<file path="src/rtl/y86_pkg.sv">
// Shared Y86-64 encodings for the fetch stage: opcodes, status codes,
// register "none" id, bubble contents and fetch FSM states.
package y86_pkg;

    localparam logic [3:0] IHALT   = 4'h0;
    localparam logic [3:0] INOP    = 4'h1;
    localparam logic [3:0] IRRMOVQ = 4'h2;
    localparam logic [3:0] IIRMOVQ = 4'h3;
    localparam logic [3:0] IRMMOVQ = 4'h4;
    localparam logic [3:0] IMRMOVQ = 4'h5;
    localparam logic [3:0] IOPQ    = 4'h6;
    localparam logic [3:0] IJXX    = 4'h7;
    localparam logic [3:0] ICALL   = 4'h8;
    localparam logic [3:0] IRET    = 4'h9;
    localparam logic [3:0] IPUSHQ  = 4'hA;
    localparam logic [3:0] IPOPQ   = 4'hB;

    localparam logic [2:0] STAT_AOK = 3'd1;
    localparam logic [2:0] STAT_HLT = 3'd2;
    localparam logic [2:0] STAT_ADR = 3'd3;
    localparam logic [2:0] STAT_INS = 3'd4;

    localparam logic [3:0] REG_NONE = 4'hF;

    localparam logic [3:0] BUBBLE_ICODE = INOP;
    localparam logic [3:0] BUBBLE_IFUN  = 4'h0;
    localparam logic [2:0] BUBBLE_STAT  = STAT_AOK;

    typedef enum logic {
        ST_RUN,
        ST_HALTED
    } fetch_state_t;

    // Encoded length: opcode byte, optional register byte, optional 8-byte constant.
    function automatic logic [3:0] instr_len(input logic need_regids, input logic need_valc);
        return 4'd1 + {3'b000, need_regids} + (need_valc ? 4'd8 : 4'd0);
    endfunction

endpackage

</file>
<file path="src/rtl/fetch_align.sv">
// Combinational split of the 10 fetched bytes into Y86-64 instruction fields.
module fetch_align
    import y86_pkg::*;
(
    input  logic [79:0] imem_bytes,
    output logic [3:0]  icode,
    output logic [3:0]  ifun,
    output logic [3:0]  ra,
    output logic [3:0]  rb,
    output logic [63:0] valc,
    output logic        need_regids,
    output logic        need_valc,
    output logic        icode_valid
);

    always_comb begin
        icode       = imem_bytes[7:4];
        ifun        = imem_bytes[3:0];
        icode_valid = (icode <= IPOPQ);
        need_regids = icode inside {IRRMOVQ, IIRMOVQ, IRMMOVQ, IMRMOVQ, IOPQ, IPUSHQ, IPOPQ};
        need_valc   = icode inside {IIRMOVQ, IRMMOVQ, IMRMOVQ, IJXX, ICALL};
        ra          = need_regids ? imem_bytes[15:12] : REG_NONE;
        rb          = need_regids ? imem_bytes[11:8]  : REG_NONE;
        // The constant shifts up one byte when a register byte precedes it.
        if (!need_valc)
            valc = '0;
        else if (need_regids)
            valc = imem_bytes[79:16];
        else
            valc = imem_bytes[71:8];
    end

endmodule

</file>
<file path="src/rtl/fetch_stage.sv">
// Y86-64 fetch stage: PC select, prediction, F/D pipeline registers and halt FSM.
// Optional FETCH_PERF_EN adds saturating fetched/stall performance counters.
module fetch_stage
    import y86_pkg::*;
#(
    parameter int unsigned     XLEN     = 64,
    parameter logic [XLEN-1:0] RESET_PC = '0
) (
    input  logic            clk,
    input  logic            rst_n,
    input  logic [79:0]     imem_bytes,
    input  logic            imem_error,
    input  logic            F_stall,
    input  logic            D_stall,
    input  logic            D_bubble,
    input  logic [3:0]      M_icode,
    input  logic            M_cnd,
    input  logic [XLEN-1:0] M_valA,
    input  logic [3:0]      W_icode,
    input  logic [XLEN-1:0] W_valM,
    output logic [XLEN-1:0] f_pc,
    output logic [3:0]      D_icode,
    output logic [3:0]      D_ifun,
    output logic [3:0]      D_rA,
    output logic [3:0]      D_rB,
    output logic [XLEN-1:0] D_valC,
    output logic [XLEN-1:0] D_valP,
    output logic [2:0]      D_stat,
    output logic            f_halted
`ifdef FETCH_PERF_EN
    ,
    output logic [31:0]     perf_fetched,
    output logic [31:0]     perf_stall
`endif
);

    fetch_state_t    state;
    logic [XLEN-1:0] pred_pc;

    logic [3:0]      f_icode, f_ifun, f_ra, f_rb;
    logic [63:0]     f_valc;
    logic            need_regids, need_valc, icode_valid;
    logic [XLEN-1:0] f_valp, f_pred;
    logic [2:0]      f_stat;
    logic            mispredict, ret_redirect, redirect;
    logic            halted, d_load_fetch;

    fetch_align u_align (
        .imem_bytes  (imem_bytes),
        .icode       (f_icode),
        .ifun        (f_ifun),
        .ra          (f_ra),
        .rb          (f_rb),
        .valc        (f_valc),
        .need_regids (need_regids),
        .need_valc   (need_valc),
        .icode_valid (icode_valid)
    );

    assign mispredict   = (M_icode == IJXX) && !M_cnd;
    assign ret_redirect = (W_icode == IRET);
    assign redirect     = mispredict || ret_redirect;
    assign halted       = (state == ST_HALTED);
    assign f_halted     = halted;

    always_comb begin
        if (mispredict)
            f_pc = M_valA;
        else if (ret_redirect)
            f_pc = W_valM;
        else
            f_pc = pred_pc;
    end

    always_comb begin
        f_valp = f_pc + XLEN'(instr_len(need_regids, need_valc));
        f_pred = (f_icode == IJXX || f_icode == ICALL) ? XLEN'(f_valc) : f_valp;
        if (imem_error)
            f_stat = STAT_ADR;
        else if (!icode_valid)
            f_stat = STAT_INS;
        else if (f_icode == IHALT)
            f_stat = STAT_HLT;
        else
            f_stat = STAT_AOK;
    end

    // While halted, only a redirect lets a real instruction into D.
    assign d_load_fetch = !D_stall && !D_bubble && (!halted || redirect);

    always_ff @(posedge clk or negedge rst_n) begin
        if (!rst_n) begin
            pred_pc <= RESET_PC;
            state   <= ST_RUN;
        end else begin
            if (!F_stall && (!halted || redirect))
                pred_pc <= f_pred;
            case (state)
                ST_RUN:
                    if (f_stat != STAT_AOK && !F_stall && !redirect)
                        state <= ST_HALTED;
                ST_HALTED:
                    if (redirect)
                        state <= ST_RUN;
                default:
                    state <= ST_RUN;
            endcase
        end
    end

    always_ff @(posedge clk or negedge rst_n) begin
        if (!rst_n) begin
            D_icode <= BUBBLE_ICODE;
            D_ifun  <= BUBBLE_IFUN;
            D_rA    <= REG_NONE;
            D_rB    <= REG_NONE;
            D_valC  <= '0;
            D_valP  <= '0;
            D_stat  <= BUBBLE_STAT;
        end else if (d_load_fetch) begin
            D_icode <= f_icode;
            D_ifun  <= f_ifun;
            D_rA    <= f_ra;
            D_rB    <= f_rb;
            D_valC  <= XLEN'(f_valc);
            D_valP  <= f_valp;
            D_stat  <= f_stat;
        end else if (!D_stall) begin
            D_icode <= BUBBLE_ICODE;
            D_ifun  <= BUBBLE_IFUN;
            D_rA    <= REG_NONE;
            D_rB    <= REG_NONE;
            D_valC  <= '0;
            D_valP  <= '0;
            D_stat  <= BUBBLE_STAT;
        end
    end

`ifdef FETCH_PERF_EN
    always_ff @(posedge clk or negedge rst_n) begin
        if (!rst_n) begin
            perf_fetched <= '0;
            perf_stall   <= '0;
        end else begin
            if (d_load_fetch && perf_fetched != '1)
                perf_fetched <= perf_fetched + 32'd1;
            if (F_stall && perf_stall != '1)
                perf_stall <= perf_stall + 32'd1;
        end
    end
`endif

endmodule

</file>
<file path="config.mk">
export PLATFORM = sky130hd
export DESIGN_NAME = fetch_stage
export DESIGN_NICKNAME = d
export VERILOG_FILES = /design/src/rtl/y86_pkg.sv /design/src/rtl/fetch_align.sv /design/src/rtl/fetch_stage.sv
export SDC_FILE = /design/constraint.sdc
export NUM_CORES = 1
export LEC_CHECK = 0
export CORE_UTILIZATION = 47
export DETAILED_ROUTE_END_ITERATION = 7
export PLACE_DENSITY = 0.82
export SLEW_MARGIN = 20
export SYNTH_ARGS = -nofsm -noshare
export SYNTH_HDL_FRONTEND = slang
export SYNTH_SLANG_ARGS = --single-unit
</file>
<file path="constraint.sdc">
create_clock -name clk -period 4.2 [get_ports clk]
set_input_delay 0.63 -clock clk [delete_from_list [all_inputs] [get_ports clk]]
set_output_delay 0.63 -clock clk [all_outputs]
set_load 0.02 [all_outputs]
</file>
* Yosys cells after proc, flatten, opt, wreduce, memory -nomap -nowiden
Cells that the tools add are included.
** Storage, ports and cells
- Register bits after elaboration :: 212
- Bits of input ports :: 223
- Output and inout port bits :: 212
- Logic and storage cells :: 71
** Operators by class
- Add/sub/neg operators :: 3
- Order comparisons :: 1
- Eq/ne operators :: 13
- Mux-type cells :: 26
- Bitwise operators :: 1
- Reductions and logical operators :: 18
** Operators by type and width (number)
- 64-bit two-way mux :: 8
- 64-bit by 4-bit adder with 64-bit output :: 1
- 4-bit two-way mux :: 10
- 4-bit by 3-bit equality test with 1-bit output, second input constant :: 5
- 4-bit equality test, second input constant :: 4
- 3-bit two-way mux :: 4
- 4-bit by 2-bit equality test with 1-bit output, second input constant :: 2
- 7-bit nonzero test :: 1
- 1-bit logical AND :: 6
- 1-bit zero test :: 6
- 5-bit nonzero test :: 1
- 2-bit by 4-bit adder with 4-bit output :: 1
- 4-bit less-or-equal comparator, second input constant :: 1
- 4-bit zero test :: 1
- 1-bit logical OR :: 3
- 3-bit by 1-bit inequality test with 1-bit output, second input constant :: 1
- 1-bit by 1-bit adder with 2-bit output, first input constant :: 1
- 1-bit two-way mux :: 2
- 2-bit two-way mux :: 1
- 2-bit by 1-bit inequality test with 1-bit output, second input constant :: 1
- 1-bit case mux with 2 select lines :: 1
- 1-bit inverter :: 1

* Depth between registers and ports, before layout
Gate-level depths: netlist (run 1).
- Depth in word-level cells :: 9
- Gate-level depth with buffers :: 24
- Gate-level depth less buffers :: 14

* By module
From an unflattened synthesis (run 1), not the netlist that was laid out.
** Unflattened totals
- Cell total of the unflattened synthesis :: 1682
- Area total of the unflattened synthesis :: 14137.3 um^2
** By module, submodules not included
- fetch_stage :: instances 1, cells each 1428, area each 12180.4 um^2, sequential area each 5317.6 um^2
- fetch_align :: instances 1, cells each 254, area each 1956.9 um^2, sequential area each 0.0 um^2

* Least setup slack after synthesis (run 1)
Ideal clock, no wire load.
- Path kind :: input to register
- From :: input M_icode[3]
- To :: register pred_pc[57]
- Library setup time :: 0.131 ns
- Data arrival time :: 5.219 ns
- Required time :: 4.069 ns
- Slack :: -1.150 ns
- Cell stages on the path :: 24
- Path buffers :: 11
- Path through :: nand4b_1 or2_1 buf_2 buf_6 buf_6 buf_6 buf_6 buf_2 buf_1 clkbuf_1 clkbuf_1 nor2_1 a31oi_1 ha_1 nand2_1 a211oi_1 nand4b_1 and2_1 clkbuf_1 or4_1 clkbuf_2 o41a_1 o31ai_1 o21ai_1
** On the way
- Longest elaborated chain between the ends :: 5
- Elaborated cells on any way between the ends :: 8
- Classes of those cells :: add/sub: 1; eq/ne: 1; mux: 2; reduce/logical: 4
** Ends and longest elaborated chain
- start, declared :: RTL line fetch_stage.sv:16 : input logic [3:0] M_icode,
- 4-bit by 3-bit equality test with 1-bit output :: RTL line fetch_stage.sv:60 : assign mispredict = (M_icode == IJXX) && !M_cnd;
- 1-bit logical AND :: RTL line fetch_stage.sv:60
- 64-bit two-way mux :: RTL line fetch_stage.sv:67 : if (mispredict)
- named net f_pc[3] :: RTL line fetch_stage.sv:21 : output logic [XLEN-1:0] f_pc,
- 64-bit by 4-bit adder with 64-bit output :: RTL line fetch_stage.sv:76 : f_valp = f_pc + XLEN'(instr_len(need_regids, need_valc));
- 64-bit two-way mux :: RTL line fetch_stage.sv:77 : f_pred = (f_icode == IJXX || f_icode == ICALL) ? XLEN'(f_valc) : f_valp;
- end signal, assigned :: RTL line fetch_stage.sv:97 : pred_pc <= f_pred;
- end, declared :: RTL line fetch_stage.sv:38 : logic [XLEN-1:0] pred_pc;
The timed path passes the listed nets, and every way through them passes these cells.
A chain may end at the register's enable or synchronous reset.

* Final worst setup path (run 1)
- From :: input M_icode[3]
- To :: output f_pc[40]
** On the way
- Longest elaborated chain between the ends :: 3
** Ends and longest elaborated chain (RTL line)
- 4-bit by 3-bit equality test with 1-bit output :: fetch_stage.sv:60
- 1-bit logical AND :: fetch_stage.sv:60
- 64-bit two-way mux :: fetch_stage.sv:67
- end, declared :: fetch_stage.sv:21
Every way passes these cells.

==> metrics.yaml, run 1 <==
die_w_um: 167
dr.pass1.iters: 6
finalCriticalPeriod_ns: 3.97
post_cts_resized: 0
met2_length_mm: 27.3
critPathMaxFanout: 38
setup_viol: 0
drtIter0Drc: 1771
synth_common_cells: "358 x nand2_1, 202 x dfrtp_1, 127 x a21oi_1, 124 x o21ai_0, 89 x nor2_1"
antenna_found_initial: 1
synth_edf_count: 0
hold_viol: 0
synthArstFlopShare: 1.00
cts.sinks: 212
dieArea_mm2: 0.0280
slowest_stage: "clkdlybuf4s50_1"
arrival_ns: 3.34
maxSlewViolCount: 0
path_clk_slew_ns: 0.06
syn-cell-area_mm2: 0.0129
final_layout_size_suffix_gt1_frac: 0.121
yosys_warnings: 0
grt_pass1_vias: 14600
final_area_mm2: 0.0192
maxUsedRoutingLayer: "met4"
ant_nets: 0
start_kind: "input pin"
clockRootBuffer: "clkbuf_16"
vias_per_cell: 6.34
routedWlPerCell_um: 25.9
drcViolationCount: 0
wl_met3_mm: 6.61
clk_latency_ns: 0.55
critPathTopFamily: "buffers and inverters"
overflow: 0
clock.fmax_ghz: 0.252
worstSetupPathType: "in2out"
setup_slack_ns: 0.225
place_ws_ns: -0.0992
cts_setup_buffers: 0
ys_seq_area_frac: 0.414
cts_tree: "yes"
place_inst: 2347
drt_wl_total_mm: 61.9
period_share: 0.946
clock_path_buffers: 3
required_ns: 3.57
synth-seq-cells: 212
hpwl_mm: 47.2
crit_chain: "clkdlybuf4s50_1 -> nand4b_1 -> or2_4 -> buf_12 -> buf_4 -> nor2_1 -> a31oi_1 -> clkdlybuf4s50_1"
cap_violations: 0
synthCells: 1575
skew_ns: 0.0168
cts_made_buffers: 25
vias: 15200
core_area_mm2: 0.0269
status: "completed"
synth.distinct_cells: 71
htreeDepth: 1
wirelength_met1_mm: 23.5
postLayoutCoreUtil: 0.715
slew_headroom: 0.260
rsz0062_at_grt: "false"
tns_ns: 0
cp_slowest_stage_delay_ns: 0.72
grt_max_degree: 90
final_net_count: 2259
synth.avg_cell_area_um2: 8.16
yosys.area.top_type_share: 0.393
p_per_area_mw_per_mm2: 455
initial_utilization: 0.478
min_path_type: "in2async"
irDropWorstVdd_mv: 0.288
synth_flop_cell: "dfrtp_1"
p_leak_nw: 8.24
grt_pass1_wl_mm: 91.3
globalRouteTotalUtil: 0.434
ctsHoldBuffers: 0
crit_path_end_kind: "output port"
final-instance-count-excl-fill: 2391
synthesis.nets: 1801
synth.area.top_cells: "dfrtp_1 39%, nand2_1 10%, a22o_1 5.1%"
placed_area_mm2: 0.0184
area_delta_synth_final_pct: 49.4
gp_congestion: 1.03
worstMarginPinSlew_ns: 1.10
synth.most_common_cell: "nand2_1"
crit_path_frequent_cell: "clkdlybuf4s50_1"
yosysTopAreaCell: "dfrtp_1"
std_cell_rows: 60
io_pins: 435
die_h_um: 167
port_buffers: 434
critPathBufInv: 4
## report_power, final
group          leakage, nW  switching [W]  total [W]  internal, W
Sequential            2.84       0.000317    0.00270      0.00239
Clock                0.397       0.000906    0.00219      0.00129
Combinational         5.01        0.00218    0.00383      0.00166
## per-layer routing
layer / track usage / up-vias
met5: 0 / -
met4: 0.280 / 0
met2: 0.677 / 1166
met3: 0.0891 / 240
li1: - / 6540
met1: 0.550 / 7221
## flip-flops by register name, indices dropped and copies added (netlist names)
name and count:
D_rB 4, f_halted 1, D_ifun 4, D_stat 3, D_valP 64, D_icode 4
pred_pc 64, D_valC 64, D_rA 4
## cell usage in the layout (no fill, tap or decap), drive strengths merged, types with 10 or more instances in the layout
master and instances:
nor3 55, a31oi 48, nor2 89, nand3 22, nand4 12, inv 32
nand2 359, mux2i 47, clkbuf 35, a21oi 130, a211oi 10, xnor2 29
a21o 14, xor2 16, mux2 11, a22o 75, dfstp 10, o21ai 129
o31ai 32, clkdlybuf4s50 428, nor4 33, and3 11, buf 134, dfrtp 202
## cell families (layout without fill, tap and decap cells)
| logic type | Yosys count | after routing | synth area share |
|---|---|---|---|
| muxes | 58 | 58 | 0.0462 |
| adders and majority gates | 3 | 3 | 0.00292 |
| DFF | 212 | 212 | 0.414 |
| AOI/OAI and AO/OA | 466 | 466 | 0.230 |
| buffers and inverters | 163 | 637 | 0.0552 |
| other | 0 | 1 | 0 |
| and+or+nand+nor | 628 | 628 | 0.222 |
| xor gates and xnor gates | 45 | 45 | 0.0307 |
## layout make-up
cell class	count	area, um^2
clock buffer	35	703
inverter	32	120
clock inverter	8	101
tap	341	427
fill	2114	7670
antenna	1	2.50
multi-input combinational	1200	7130
sequential	212	5320
timing repair buffer	562	5410
## stage by stage
stage	hold WS (ns)	power [W]
after CTS	0.126	0.00865
final	0.0726	0.00873
after floorplan	0.334	0.00451
after global placement	0.452	0.00643
after global routing	0.141	0.00903
after detailed placement	0.455	0.00647
## worst reg2reg max path, stage by stage (launching register included)
cell and delay [ns]:
dfrtp_1 0.37, nand3_1 0.09, a31o_1 0.26, nor4b_4 0.53
nand3_2 0.24, nor3_1 0.93, nand3_1 0.20, a31o_2 0.28
o21ai_0 0.13
## path summary, 6_finish.rpt
path	from	endpoint	slack [ns]	cells past startpoint
setup / recovery	M_icode[3]	f_pc[40]	0.23	8
hold / removal	rst_n	D_valC[44]	0.07	1
setup reg to reg	pred_pc[6]	pred_pc[54]	1.09	8
hold reg to reg	D_rA[0]	D_rA[0]	0.46	2
max in group asynchronous	rst_n	D_rA[0]	3.08	2
min in group clk	D_rA[0]	D_rA[0]	0.46	2
No activity file was read; power rests on OpenSTA's default activity.
==> run 2: changes to the inputs <==
Settings changed: CORE_AREA set to 2 2 167 169, CORE_UTILIZATION 47 to not set, CTS_BUF_LIST set to sky130_fd_sc_hd__clkbuf_8, DIE_AREA set to 0 0 169 171, PLACE_DENSITY 0.82 to 0.83.
==> run 2 against run 1 <==
Wire length rose by 0.48%. Sequential share of layout area is 0.058 points lower. Global-route usage down 1.8 points. Maximum frequency fell by 1.8%. Count of clock-buffer cells in the layout up 14. Clock power down 8%. Hold slack better by 0.0084 ns. Worst setup slack got worse by 0.071 ns. Critical path type unchanged. Cell count rose by 1.5%.
==> metrics.yaml, run 2 (synthesized netlist as in run 1, its figures left out) <==
status: "completed"
overflow: 0  # unchanged
ctsHoldBuffers: 0  # unchanged
final_cell_mix: "429 x clkdlybuf4s50_1, 358 x nand2_1, 202 x dfrtp_1, 126 x a21oi_1, 124 x buf_4"
p_leak_nw: 8.31  # +0.81%
cts_setup_buffers: 0  # unchanged
die_h_um: 171  # +2.1%
grt_pass1_wl_mm: 90.4  # -0.99%
pwr-share-clk: 0.235  # -0.016
grt_pass1_vias: 14500  # -0.77%
std_cell_rows: 61  # +1.7%
hold_viol: 0  # unchanged
seq_power_share: 0.316  # +0.006
grt_max_degree: 91  # +1.1%
hold_slack_ns: 0.0810  # +0.00840 ns
reg2reg_setup_slack_ns: 1.10  # about the same
swShare: 0.402  # +0.0123
layout_commonest_cell: "clkdlybuf4s50_1"
rsz0062_at_grt: "false"
place_inst: 2356  # +0.38%
cts_made_buffers: 39  # +56%
slew_headroom: 0.332  # +0.0719
antenna_found_initial: 5  # +4
p_per_area_mw_per_mm2: 444  # -2.3%
critPathBufInv: 6  # +2
critPathTopFamily: "buffers and inverters"
ant_nets: 0  # unchanged
clk_latency_ns: 0.56  # about the same
n_fill_cell: 2196  # +3.9%
arrival_ns: 3.42  # +0.08 ns
vias: 15000  # -0.96%
crit_chain: "clkdlybuf4s50_1 -> nand4b_1 -> or2_4 -> buf_12 -> buf_4 -> nor2_1 -> a31o_2 -> clkinv_1 -> buf_4 -> clkdlybuf4s50_1"
cts_tree: "yes"
drcViolationCount: 0  # unchanged
initial_utilization: 0.471  # -0.00784
final_layout_size_suffix_gt1_frac: 0.131  # +0.0103
required_ns: 3.57  # about the same
finalCriticalPeriod_ns: 4.05  # +0.0712 ns
core_area_mm2: 0.0273  # +1.7%
clockRootBuffer: "clkbuf_8"
final-instance-count-excl-fill: 2426  # +1.5%
die_w_um: 169  # +0.95%
tns_ns: 0  # unchanged
post_cts_resized: 0  # unchanged
final_net_count: 2277  # +0.80%
combPwrFrac: 0.449  # +0.010
rr_endpoint: "pred_pc[56]"
setup_viol: 0  # unchanged
crit_path_end_kind: "output port"
port_buffers: 434  # unchanged
dr.pass1.iters: 7  # +1
globalRouteTotalUtil: 0.417  # -0.0175
min_path_type: "in2async"
cp_slowest_stage_delay_ns: 0.59  # -0.13 ns
irDropWorstVdd_mv: 0.253  # -12%
io_pins: 435  # unchanged
clock.fmax_ghz: 0.247  # -1.8%
clock_path_buffers: 3  # unchanged
dieArea_mm2: 0.0289  # +3.1%
switching_power_w: 0.00344  # +1.0%
maxSlewViolCount: 0  # unchanged
vias_per_cell: 6.19  # -2.4%
place_ws_ns: -0.0722  # +0.0270 ns
r2r_cells: 10  # +2
area_delta_synth_final_pct: 49.7
reg_top3: "D_valC: 64 flops, D_valP: 64 flops, pred_pc: 64 flops"
setup_slack_ns: 0.154  # -0.0712 ns
worst-path-stages: 10  # +2
path_clk_slew_ns: 0.06  # about the same
drt_wl_total_mm: 62.2  # +0.48%
critPathMaxFanout: 19  # -50%
cts.sinks: 212  # unchanged
slowest_stage: "clkdlybuf4s50_1"
htreeDepth: 2  # +1
r2r_start: "pred_pc[16]"
worstMarginPinSlew_ns: 1.00  # -0.0994 ns
hpwl_mm: 47.4  # +0.58%
p_int_w: 0.00511  # -4.1%
period_share: 0.963  # +0.0169
skew_ns: 0.0286  # +0.0118 ns
worstSetupPathType: "in2out"
drtIter0Drc: 1792  # +1.2%
routedWlPerCell_um: 25.6  # -0.96%
cap_violations: 0  # unchanged
gp_congestion: 1.01  # -2.3%
start_kind: "input pin"
==> run 2: changes by cell type in the layout (fill, tap and decap cells not counted), sizes merged <==
cell	change
clkbuf	+14
inv	+9
buf	+3
bufinv	-2
clkinv	+2
clkinvlp	+2
clkdlybuf4s50	+1
diode	+1
==> run 2: final cells by class <==
type	count	area, um^2	share of cell area
clock inverters	19	104	0.00540
diodes	2	5.00	0.000260
well taps	346	433	0.0225
flip-flops and latches	212	5320	0.276
inverters	32	120	0.00624
clock buffers	49	674	0.0350
multi-input cells	1200	7130	0.370
repair buffers	566	5470	0.284
==> run 2: how the worst max path moves through the flow <==
stage / startpoint / to
floorplan: M_icode[3] / pred_pc[57]
finish: M_icode[0] / f_pc[4]
detailed placement: M_icode[0] / D_valP[60]
CTS: M_icode[0] / f_pc[4]
global placement: M_icode[0] / D_valP[60]
global route: M_icode[0] / f_pc[4]
==> run 2: power groups by stage <==
| stage | Combinational (W) | Clock, W | Sequential, W |
|---|---|---|---|
| after floorplan | 0.00182 | 0 | 0.00270 |
| after global placement | 0.00374 | 0 | 0.00271 |
| after detailed placement | 0.00376 | 0 | 0.00271 |
| after CTS | 0.00378 | 0.00201 | 0.00268 |
| after global routing | 0.00404 | 0.00209 | 0.00272 |
| final | 0.00384 | 0.00201 | 0.00270 |
==> run 2: through the flow <==
stage | power [W] | utilization | instance area [um^2]
finish | 0.00855 | 0.704 | 19200
global route | 0.00886 | 0.704 | 19200
floorplan | 0.00451 | - | 13100
CTS | 0.00847 | 0.704 | 19200
detailed placement | 0.00647 | 0.676 | 18500
global placement | 0.00645 | 0.676 | 18500
==> run 2: routing by layer <==
layer  GRT usage  vias to the layer above  share of wire
met5           0                        -        0.00042
met4       0.243                        4          0.069
met3      0.0791                      232          0.099
met2       0.658                     1041           0.45
met1       0.537                     7180           0.39
li1            -                     6564              -
